[src/rtl/dot_accumulator_pkg.sv]
// Shared widths and FSM encoding for the dot-product accumulator slice.
package dot_accumulator_pkg;

    localparam int unsigned PROD_WIDTH_DEF  = 14;
    localparam int unsigned ACC_WIDTH_DEF   = 20;
    localparam int unsigned OUT_WIDTH_DEF   = 4;
    localparam int unsigned SHIFT_WIDTH_DEF = 4;

    typedef enum logic {
        ST_ACCUM = 1'b0,
        ST_HOLD  = 1'b1
    } state_e;

endpackage

[src/rtl/requant_sat.sv]
// Round-half-up right shift, optional ReLU and output saturation.
// Optional feature: define DOT_ACC_RELU_EN to zero negative results before saturation.
module requant_sat
    import dot_accumulator_pkg::*;
#(
    parameter int unsigned ACC_WIDTH   = ACC_WIDTH_DEF,
    parameter int unsigned OUT_WIDTH   = OUT_WIDTH_DEF,
    parameter int unsigned SHIFT_WIDTH = SHIFT_WIDTH_DEF
) (
    input  logic signed [ACC_WIDTH-1:0]   total,
    input  logic        [SHIFT_WIDTH-1:0] shift,
    output logic signed [OUT_WIDTH-1:0]   result_c,
    output logic                          overflow_c
);

    // One guard bit so the rounding increment cannot wrap the sum.
    localparam int unsigned EXT_WIDTH = ACC_WIDTH + 1;
    localparam logic signed [EXT_WIDTH-1:0] OUT_MAX =
        EXT_WIDTH'((64'd1 << (OUT_WIDTH - 1)) - 64'd1);
    localparam logic signed [EXT_WIDTH-1:0] OUT_MIN = ~OUT_MAX;

    logic signed [EXT_WIDTH-1:0] total_ext;
    logic signed [EXT_WIDTH-1:0] half;
    logic signed [EXT_WIDTH-1:0] shifted;

    // Requantize: round, shift, rectify, clamp.
    always_comb begin
        total_ext  = {total[ACC_WIDTH-1], total};
        half       = '0;
        shifted    = total_ext;
        result_c   = '0;
        overflow_c = 1'b0;

        if (shift != '0) begin
            half    = EXT_WIDTH'(1) << (shift - SHIFT_WIDTH'(1));
            shifted = (total_ext + half) >>> shift;
        end

`ifdef DOT_ACC_RELU_EN
        if (shifted < 0) begin
            shifted = '0;
        end
`endif

        if (shifted > OUT_MAX) begin
            result_c   = OUT_WIDTH'(OUT_MAX);
            overflow_c = 1'b1;
        end else if (shifted < OUT_MIN) begin
            result_c   = OUT_WIDTH'(OUT_MIN);
            overflow_c = 1'b1;
        end else begin
            result_c   = OUT_WIDTH'(shifted);
        end
    end

endmodule

[src/rtl/dot_accumulator.sv]
// Accumulates signed partial products over a burst and holds the
// requantized result until downstream accepts it.
// Optional feature: DOT_ACC_RELU_EN (applied inside requant_sat).
module dot_accumulator
    import dot_accumulator_pkg::*;
#(
    parameter int unsigned PROD_WIDTH  = PROD_WIDTH_DEF,
    parameter int unsigned ACC_WIDTH   = ACC_WIDTH_DEF,
    parameter int unsigned OUT_WIDTH   = OUT_WIDTH_DEF,
    parameter int unsigned SHIFT_WIDTH = SHIFT_WIDTH_DEF
) (
    input  logic                   i_clk,
    input  logic                   i_rst_n,
    input  logic                   i_valid,
    output logic                   o_ready,
    input  logic [PROD_WIDTH-1:0]  i_product,
    input  logic                   i_last,
    input  logic [SHIFT_WIDTH-1:0] i_shift,
    output logic                   o_valid,
    input  logic                   i_ready,
    output logic [OUT_WIDTH-1:0]   o_result,
    output logic                   o_overflow
);

    state_e                      state_q;
    logic signed [ACC_WIDTH-1:0] acc_q;
    logic                        first_q;

    logic signed [PROD_WIDTH-1:0] prod_s;
    logic signed [ACC_WIDTH-1:0]  prod_ext;
    logic signed [ACC_WIDTH-1:0]  total_c;
    logic                         accept_c;
    logic signed [OUT_WIDTH-1:0]  req_result_c;
    logic                         req_overflow_c;

    // Running sum including the beat currently presented; wraps at ACC_WIDTH.
    always_comb begin
        prod_s   = i_product;
        prod_ext = ACC_WIDTH'(prod_s);
        total_c  = first_q ? prod_ext : (acc_q + prod_ext);
        accept_c = i_valid && o_ready;
    end

    requant_sat #(
        .ACC_WIDTH   (ACC_WIDTH),
        .OUT_WIDTH   (OUT_WIDTH),
        .SHIFT_WIDTH (SHIFT_WIDTH)
    ) u_requant_sat (
        .total      (total_c),
        .shift      (i_shift),
        .result_c   (req_result_c),
        .overflow_c (req_overflow_c)
    );

    // Accumulate beats, capture on the last one, hold until accepted.
    always_ff @(posedge i_clk or negedge i_rst_n) begin
        if (!i_rst_n) begin
            state_q    <= ST_ACCUM;
            acc_q      <= '0;
            first_q    <= 1'b1;
            o_ready    <= 1'b1;
            o_valid    <= 1'b0;
            o_result   <= '0;
            o_overflow <= 1'b0;
        end else begin
            case (state_q)
                ST_ACCUM: begin
                    if (accept_c) begin
                        acc_q   <= total_c;
                        first_q <= 1'b0;
                        if (i_last) begin
                            o_result   <= req_result_c;
                            o_overflow <= req_overflow_c;
                            o_valid    <= 1'b1;
                            o_ready    <= 1'b0;
                            state_q    <= ST_HOLD;
                        end
                    end
                end
                ST_HOLD: begin
                    if (i_ready) begin
                        first_q <= 1'b1;
                        o_valid <= 1'b0;
                        o_ready <= 1'b1;
                        state_q <= ST_ACCUM;
                    end
                end
                default: begin
                    first_q <= 1'b1;
                    o_valid <= 1'b0;
                    o_ready <= 1'b1;
                    state_q <= ST_ACCUM;
                end
            endcase
        end
    end

endmodule

[config.mk]
export PLATFORM = sky130hd
export DESIGN_NAME = dot_accumulator
export DESIGN_NICKNAME = d
export VERILOG_FILES = /design/src/rtl/dot_accumulator_pkg.sv /design/src/rtl/requant_sat.sv /design/src/rtl/dot_accumulator.sv
export SDC_FILE = /design/constraint.sdc
export NUM_CORES = 1
export LEC_CHECK = 0
export CORE_MARGIN = 3
export CORE_UTILIZATION = 40
export CTS_BUF_LIST = sky130_fd_sc_hd__clkbuf_16
export DETAILED_ROUTE_END_ITERATION = 12
export GPL_TIMING_DRIVEN = 0
export HOLD_SLACK_MARGIN = 0.12
export PLACE_DENSITY = 0.66
export SLEW_MARGIN = 20
export SYNTH_ARGS = -nofsm -noshare
export SYNTH_HDL_FRONTEND = slang
export SYNTH_SLANG_ARGS = --single-unit
[constraint.sdc]
create_clock -name i_clk -period 5.6 [get_ports i_clk]
set_clock_uncertainty 0.2 [all_clocks]
set_input_delay 0.84 -clock i_clk [delete_from_list [all_inputs] [get_ports i_clk]]
set_output_delay 0.84 -clock i_clk [all_outputs]
set_load 0.01 [all_outputs]
==> impl_summary.txt, run 1 <==
----------------------------------------------------
[Status]
  Run status ... finished, violations left
  Violated checks ... setup timing

[Timing]
  Final setup viols ... 4
  Final slew viol count ... 0
  FMAX ... 0.162 GHz
  Worst slew pin tran ... 0.869 ns
  Worst relative slew slack ... 41.5%
  Final min period ... 6.17 ns
  Number of endpoints with negative hold slack in the final report ... 0
  Unrepaired setup endpoints after global routing ... yes
  Part of the cycle the worst path needs ... 110%
  Final worst setup slack ... -0.566 ns

[Worst setup path]
  CP max stage cell ... sky130_fd_sc_hd__fa_2
  Crit Reg-Reg Endpoint ... o_result[1]
  Worst stage delay on the critical path ... 0.36 ns
  Biggest fanout along the worst timing path ... 6
  Source of the worst register-to-register timing path ... acc_q[0]
  Critical path class ... input port to flop
  Slack of the worst reg-to-reg path ... -0.35 ns
  Number of cells on the worst reg-to-reg path ... 26
  Crit path capture type ... flop
  Required time at the worst-slack endpoint ... 5.57 ns
  Arrival time worst endpoint ... 6.14 ns
  Sort of element at the start of the critical path ... input port
  Launching instance or port of the critical path ... i_product[0]

[Hold path]
  Min-Delay Path Depth ... 2
  Hold endpoint ... o_valid
  Startpoint of the lowest-slack hold path ... o_valid
  Worst min-delay path category ... flop to flop

[Cells and area]
  Area growth from synthesis to final layout ... 37.0%
  Area occupied by multi-input gates ... 4900 µm²
  Number of standard cells in the final layout excluding fillers ... 987
  Layout Cell Area excl Fill ... 7200 µm²
  ANT cells ... 0
  Number of inserted filler cells in the final layout ... 1,211
  Sequential cell area ... 728 µm²
  Final nets ... 874
  Share of layout cells above drive strength 1 ... 30.7%

[Route]
  Vias per Instance ... 6.29
  Remaining antenna violation count after routing ... 0
  Count of routing violations after the opening detailed-route iteration ... 781
  Post-detailed-route wirelength per cell ... 20.9 µm
  Vias after detailed routing ... 6,213
  Number of design rule violations left after detail routing ... 0
  Detailed-router iteration count before antenna repair ... 6
  Total detailed-routing wirelength ... 20.6 mm

[Synth]
  Syn Area/Cell ... 7.38 µm²
  Yosys warns ... 0
  Post-synthesis sequential area ratio ... 13.9%
  Number of enable-type register cells in the synthesized netlist ... 0
  Number of synthesized register bits ... 29
  Async SR Flop Fraction ... 100%
  Number of distinct library cells after synthesis ... 89
  Dominant register cell in the synthesized netlist ... sky130_fd_sc_hd__dfrtp_1
  Area of the mapped netlist ... 5260 µm²
  Synth Instances ... 712
  Synthesized Nets ... 772

[Run]
  Max-cap violations ... 0

[Place]
  Area after detailed placement ... 5790 µm²
  Gp weighted congestion ... 0.986
  Dpl cells ... 911
  Dpl ws ... -1.93 ns
  HPWL after DPL ... 15.0 mm
  Number of buffers inserted by port buffering ... 27

[Clocking]
  Count of H-tree levels built during CTS ... 2
  Root buffer selected by CTS ... sky130_fd_sc_hd__clkbuf_16
  Worst-Skew Late Latency ... 0.27 ns
  Cts bufs inserted ... 5
  Clk sink count ... 29
  Number of buffers inserted for hold repair after clock tree synthesis ... 0
  CTS tree ... yes
  Clock-pin slew reported for the worst setup and hold paths after clock tree synthesis ... 0.05 ns
  Number of buffers on the longest clock path ... 2

[Global route]
  Antenna violations before repair ... 0
  Global-route wire length before repair ... 31.8 mm
  Global-route total usage across every layer ... 27.3%
  Overflow left after global routing ... 0
  Largest net degree at the start of global routing ... 30
  Number of global-route vias before repair ... 5,975

[Floorplanning]
  Number of top-level design ports ... 30
  Die area ... 14,500 µm²
  Rows ... 41
  Placeable core region ... 12,700 µm²
  Die extent in x ... 121 µm
  Starting utilization of the core area ... 41.3%
  Die Height ... 121 µm

[Power and ir drop]
  Total power draw ... 4840 µW
  Power density over the cells ... 672 nW/µm²
  Peak supply drop ... 231 µV
  Leak pwr ... 0.00297 µW

----------------------------------------------------
-- layout make-up --
class                      instances  share of cell area [%]
multi-input combinational        615                    68.0
timing repair buffer              96                    11.0
sequential                        29                    10.1
buffer                            42                    4.64
tap                              172                    2.99
clock buffer                       5                    1.74
inverter                          25                    1.30
clock inverter                     3                   0.174
-- flip-flops by register name, summed over array words and instances (netlist names) --
signal,count
acc_q,20
first_q,1
o_overflow,1
o_ready,1
o_result,4
o_valid,1
state_q,1
-- critical path, delay by kind of cell --
family | cells | cell delay (ns)
buffers and inverters | 4 | 0.49
AND/OR/NAND/NOR | 6 | 1.05
adder cells (fa/ha/maj) | 3 | 0.79
AO/OA/AOI/OAI | 12 | 2.67
XOR/XNOR | 2 | 0.26
-- per-layer routing --
metal	GRT usage (%)	wire (µm)
met2	44.1	9550
met5	0	0
met4	13.7	1050
met1	35.4	8370
met3	4.02	1670
-- power breakdown --
group	internal (µW)	total, µW	switching (µW)
Clock	160	250	89.5
Combinational	1830	4200	2380
Sequential	316	389	72.9
-- cell usage after synthesis, types with 6 or more instances --
| master | number | area share, % |
|---|---|---|
| sky130_fd_sc_hd__a21o_1 | 15 | 2.1 |
| sky130_fd_sc_hd__o211ai_1 | 14 | 2.0 |
| sky130_fd_sc_hd__o21ai_1 | 7 | 0.67 |
| sky130_fd_sc_hd__nand2_1 | 111 | 7.9 |
| sky130_fd_sc_hd__and3_1 | 6 | 0.71 |
| sky130_fd_sc_hd__nor2_1 | 71 | 5.1 |
| sky130_fd_sc_hd__buf_2 | 12 | 1.1 |
| sky130_fd_sc_hd__ha_1 | 35 | 8.3 |
| sky130_fd_sc_hd__mux2i_1 | 11 | 2.1 |
| sky130_fd_sc_hd__clkbuf_1 | 19 | 1.4 |
| sky130_fd_sc_hd__dfrtp_1 | 27 | 13 |
| sky130_fd_sc_hd__a221oi_1 | 6 | 1.0 |
| sky130_fd_sc_hd__and2_1 | 6 | 0.71 |
| sky130_fd_sc_hd__a211oi_1 | 13 | 1.9 |
| sky130_fd_sc_hd__mux4_2 | 6 | 2.6 |
| sky130_fd_sc_hd__o21ai_0 | 57 | 5.4 |
| sky130_fd_sc_hd__nand2b_1 | 7 | 0.83 |
| sky130_fd_sc_hd__xnor2_1 | 11 | 1.8 |
| sky130_fd_sc_hd__nor3_1 | 10 | 0.95 |
| sky130_fd_sc_hd__clkbuf_8 | 9 | 2.4 |
| sky130_fd_sc_hd__inv_1 | 23 | 1.6 |
| sky130_fd_sc_hd__o22ai_1 | 8 | 0.95 |
| sky130_fd_sc_hd__a31oi_1 | 10 | 1.2 |
| sky130_fd_sc_hd__a21oi_1 | 49 | 4.7 |
| sky130_fd_sc_hd__nand3_1 | 11 | 1.0 |
| sky130_fd_sc_hd__nand4_1 | 12 | 1.4 |
| sky130_fd_sc_hd__xor2_1 | 18 | 3.0 |
-- repair_timing --
| action | 4_1_cts | 5_1_grt |
|---|---|---|
| pin swaps | 42 | 48 |
| cloned | 0 | 0 |
| endpoints found under the setup margin | 5 | 5 |
| setup buffers | 39 | 30 |
| resized for setup | 98 | 77 |
-- worst max path at each step --
stage,to,slack (ns),cells after the start
detailed placement,o_result[1],-1.93,21
global route,o_result[1],-0.73,25
global placement,o_result[1],-1.85,23
floorplan,o_result[1],-0.23,24
finish,o_result[1],-0.57,27
CTS,o_result[2],-0.70,26
-- cells in the final DEF (no fill, tap or decap), types with 8 or more instances in the layout --
cell	n
sky130_fd_sc_hd__a21oi_1	36
sky130_fd_sc_hd__buf_4	69
sky130_fd_sc_hd__a21o_1	14
sky130_fd_sc_hd__xor2_1	14
sky130_fd_sc_hd__nand4_1	12
sky130_fd_sc_hd__o21ai_0	41
sky130_fd_sc_hd__buf_6	11
sky130_fd_sc_hd__nor2_1	61
sky130_fd_sc_hd__o21ai_2	14
sky130_fd_sc_hd__clkdlybuf4s50_1	16
sky130_fd_sc_hd__clkbuf_8	9
sky130_fd_sc_hd__ha_1	20
sky130_fd_sc_hd__nand2_1	109
sky130_fd_sc_hd__ha_4	14
sky130_fd_sc_hd__a31oi_1	8
sky130_fd_sc_hd__nand3_1	11
sky130_fd_sc_hd__a211oi_1	8
sky130_fd_sc_hd__mux2i_1	9
sky130_fd_sc_hd__xnor2_1	10
sky130_fd_sc_hd__clkbuf_1	15
sky130_fd_sc_hd__a21oi_2	11
sky130_fd_sc_hd__dfrtp_1	27
sky130_fd_sc_hd__inv_1	22
sky130_fd_sc_hd__o211ai_1	14
-- metrics by stage --
| step | TNS (ns) | util [%] | hold WS [ns] |
|---|---|---|---|
| final | -2.19 | 56.6 | 0.274 |
| after global routing | -2.81 | 56.6 | 0.304 |
| after CTS | -2.64 | 52.2 | 0.276 |
| after detailed placement | -8.28 | 45.5 | 0.263 |
| after global placement | -8.03 | 45.6 | 0.260 |
| after floorplan | -0.802 | - | 0.250 |
-- logic make-up after synthesis --
logic type               after synthesis  synth area share [%]
AND/OR/NAND/NOR                      265                  23.6
AO/OA/AOI/OAI                        261                  35.4
buffers and inverters                 68                  7.14
adder cells (fa/ha/maj)               37                  9.10
XOR/XNOR                              29                  4.83
flip-flops                            29                  13.9
multiplexers                          23                  6.07
(Power assumes the default switching activity.)
==> run 2, diff against run 1 <==
--- a/config.mk
+++ b/config.mk
@@ -5,7 +5,6 @@
 export SDC_FILE = /design/constraint.sdc
 export NUM_CORES = 1
 export LEC_CHECK = 0
-export CORE_MARGIN = 3
 export CORE_UTILIZATION = 40
 export CTS_BUF_LIST = sky130_fd_sc_hd__clkbuf_16
 export DETAILED_ROUTE_END_ITERATION = 12
==> run 2 against run 1 <==
The flow still finishes with violations (setup timing). Total power shrank 3.4%. Critical path depth shrank 1. Critical endpoint is now o_overflow. Design area shrank 2.7%. Clock-buffer cell count is the same. Non-clock buffer count shrank 20. Sequential cell count is the same. Clock power is essentially flat. Register-to-register slack lost 0.22 ns. Routed wire length shrank 1.6%. Highest routed layer unchanged. Via count shrank 0.58%. First-iteration DRC count shrank 19%. Final cell count shrank 2.0%.
==> impl_summary.txt, run 2 (same netlist as run 1, synthesis figures left out) <==
----------------------------------------------------
[Power and ir drop]
  Leak pwr ... 0.00286 µW
  Peak supply drop ... 315 µV
  Power density over the cells ... 667 nW/µm²

[Status]
  Run status ... finished, violations left
  Violated checks ... setup timing

[Cells and area]
  Reg with most FFs ... acc_q
  Regs by FF count ... acc_q: 20 flops, o_result: 4 flops
  ANT cells ... 0
  Final nets ... 854
  Number of standard cells in the final layout excluding fillers ... 967
  Layout Cell Area excl Fill ... 7010 µm²
  Share of layout cells above drive strength 1 ... 27.7%
  Number of flip-flops in the largest register ... 20
  Highest-count cells in the layout ignoring fill and taps ... 106 x sky130_fd_sc_hd__nand2_1, 62 x sky130_fd_sc_hd__nor2_1, 51 x sky130_fd_sc_hd__buf_4
  Final standard cell utilization of the core ... 55.1%
  Most common cell after layout, fill and taps aside ... sky130_fd_sc_hd__nand2_1
  Area growth from synthesis to final layout ... 33.4%
  Number of inserted filler cells in the final layout ... 1,204

[Hold path]
  Startpoint of the lowest-slack hold path ... o_valid
  Worst min-delay path category ... flop to flop

[Timing]
  Part of the cycle the worst path needs ... 114%
  Unrepaired setup endpoints after global routing ... yes
  Worst relative slew slack ... 41.5%
  Worst slew pin tran ... 0.878 ns
  Fin Hold WS ... 0.277 ns
  Final min period ... 6.39 ns
  Final setup viols ... 4
  Final worst setup slack ... -0.794 ns
  Number of endpoints with negative hold slack in the final report ... 0
  FMAX ... 0.156 GHz
  Final slew viol count ... 0

[Floorplanning]
  Die area ... 13,600 µm²
  Die Height ... 117 µm
  Placeable core region ... 12,700 µm²
  Die extent in x ... 117 µm
  Rows ... 41
  Number of top-level design ports ... 30
  Starting utilization of the core area ... 41.3%

[Place]
  Area after detailed placement ... 5790 µm²
  Gp weighted congestion ... 1.01
  Dpl cells ... 911
  Number of buffers inserted by port buffering ... 27
  HPWL after DPL ... 14.9 mm

[Clocking]
  Root buffer selected by CTS ... sky130_fd_sc_hd__clkbuf_16
  Number of buffers on the longest clock path ... 2
  Worst-Skew Late Latency ... 0.27 ns
  Clk sink count ... 29
  Clock-pin slew reported for the worst setup and hold paths after clock tree synthesis ... 0.05 ns
  Count of H-tree levels built during CTS ... 2
  CTS tree ... yes
  Cts bufs inserted ... 5

[Global route]
  Overflow left after global routing ... 0
  Global-route wire length before repair ... 30.8 mm
  Number of global-route vias before repair ... 5,853
  Largest net degree at the start of global routing ... 30
  Antenna violations before repair ... 0
  Global-route total usage across every layer ... 29.6%

[Route]
  Count of routing violations after the opening detailed-route iteration ... 629
  Post-detailed-route wirelength per cell ... 21.0 µm
  Vias per Instance ... 6.39
  Vias after detailed routing ... 6,177
  Number of design rule violations left after detail routing ... 0
  Remaining antenna violation count after routing ... 0
  Total detailed-routing wirelength ... 20.3 mm
  Detailed-router iteration count before antenna repair ... 5

[Worst setup path]
  Buffer and inverter count on the worst path ... 3
  Arrival time worst endpoint ... 6.35 ns
  Biggest fanout along the worst timing path ... 7
  Critical path class ... input port to flop
  Required time at the worst-slack endpoint ... 5.55 ns
  Family with the most delay on the worst path ... compound AO/OA/AOI/OAI gates
  Launching instance or port of the critical path ... i_product[0]
  Crit path capture type ... flop
  Worst stage delay on the critical path ... 0.53 ns
  CP max stage cell ... sky130_fd_sc_hd__or4_4
  Source of the worst register-to-register timing path ... acc_q[0]
  Sort of element at the start of the critical path ... input port

[Run]
  Max-cap violations ... 0

----------------------------------------------------
run 2: changes by cell type in the layout (fill, tap and decap cells not counted), moves of 5 or more:
| cell | delta |
|---|---|
| sky130_fd_sc_hd__o21ai_1 | +6 |
| sky130_fd_sc_hd__buf_6 | -7 |
| sky130_fd_sc_hd__o21ai_2 | -5 |
| sky130_fd_sc_hd__buf_4 | -18 |
run 2: final cells by class:
class	instances	area, µm²	share of cell area (%)
clock buffers	5	125	1.79
repair buffers	76	647	9.23
multi-input cells	615	4880	69.7
well taps	172	215	3.07
inverters	25	93.8	1.34
flip-flops and latches	29	728	10.4
clock inverters	3	12.5	0.179
plain buffers	42	305	4.36
run 2: path summary, 6_finish.rpt:
path                         endpoint  slack, ns  cells past startpoint
max                        o_overflow      -0.79                     26
min reg2reg                   o_valid       0.28                      2
min in group asynchronous   acc_q[19]       0.40                      1
max in group asynchronous    acc_q[4]       4.37                      1
min                           o_valid       0.28                      2
max reg2reg                o_overflow      -0.57                     25
run 2: metrics by stage:
step | total power [µW] | setup TNS, ns | setup WS, ns
floorplan | 2600 | -0.802 | -0.233
global placement | 3330 | -8.05 | -1.85
detailed placement | 3390 | -8.48 | -1.98
CTS | 4230 | -2.37 | -0.636
global route | 4970 | -3.65 | -0.971
finish | 4680 | -3.00 | -0.794
run 2: what timing repair did:
action | in CTS | in global routing
setup buffers | 37 | 13
hold buffers | 0 | 0
endpoints found under the setup margin | 5 | 5
pin swaps | 46 | 30
hold endpoints to repair | 0 | 0
resized for setup | 99 | 56
run 2: routing by layer:
layer	vias up	share of wire, %	GRT usage, %
li1	2837	-	-
met1	2948	42	38.1
met2	310	46	48.2
met3	82	7.2	4.72
met4	0	5.0	14.5
met5	-	0	0
run 2: report_power, final:
part | internal, µW | switching, µW
Clock | 160 | 90.6
Sequential | 316 | 74.3
Combinational | 1700 | 2330
Total | 2180 | 2500
run 2: worst min-delay path, cell delays in order (launching register included):
cell                      delay [ns]
sky130_fd_sc_hd__dfrtp_1        0.34
sky130_fd_sc_hd__nand2_1        0.05
sky130_fd_sc_hd__nand2_1        0.05
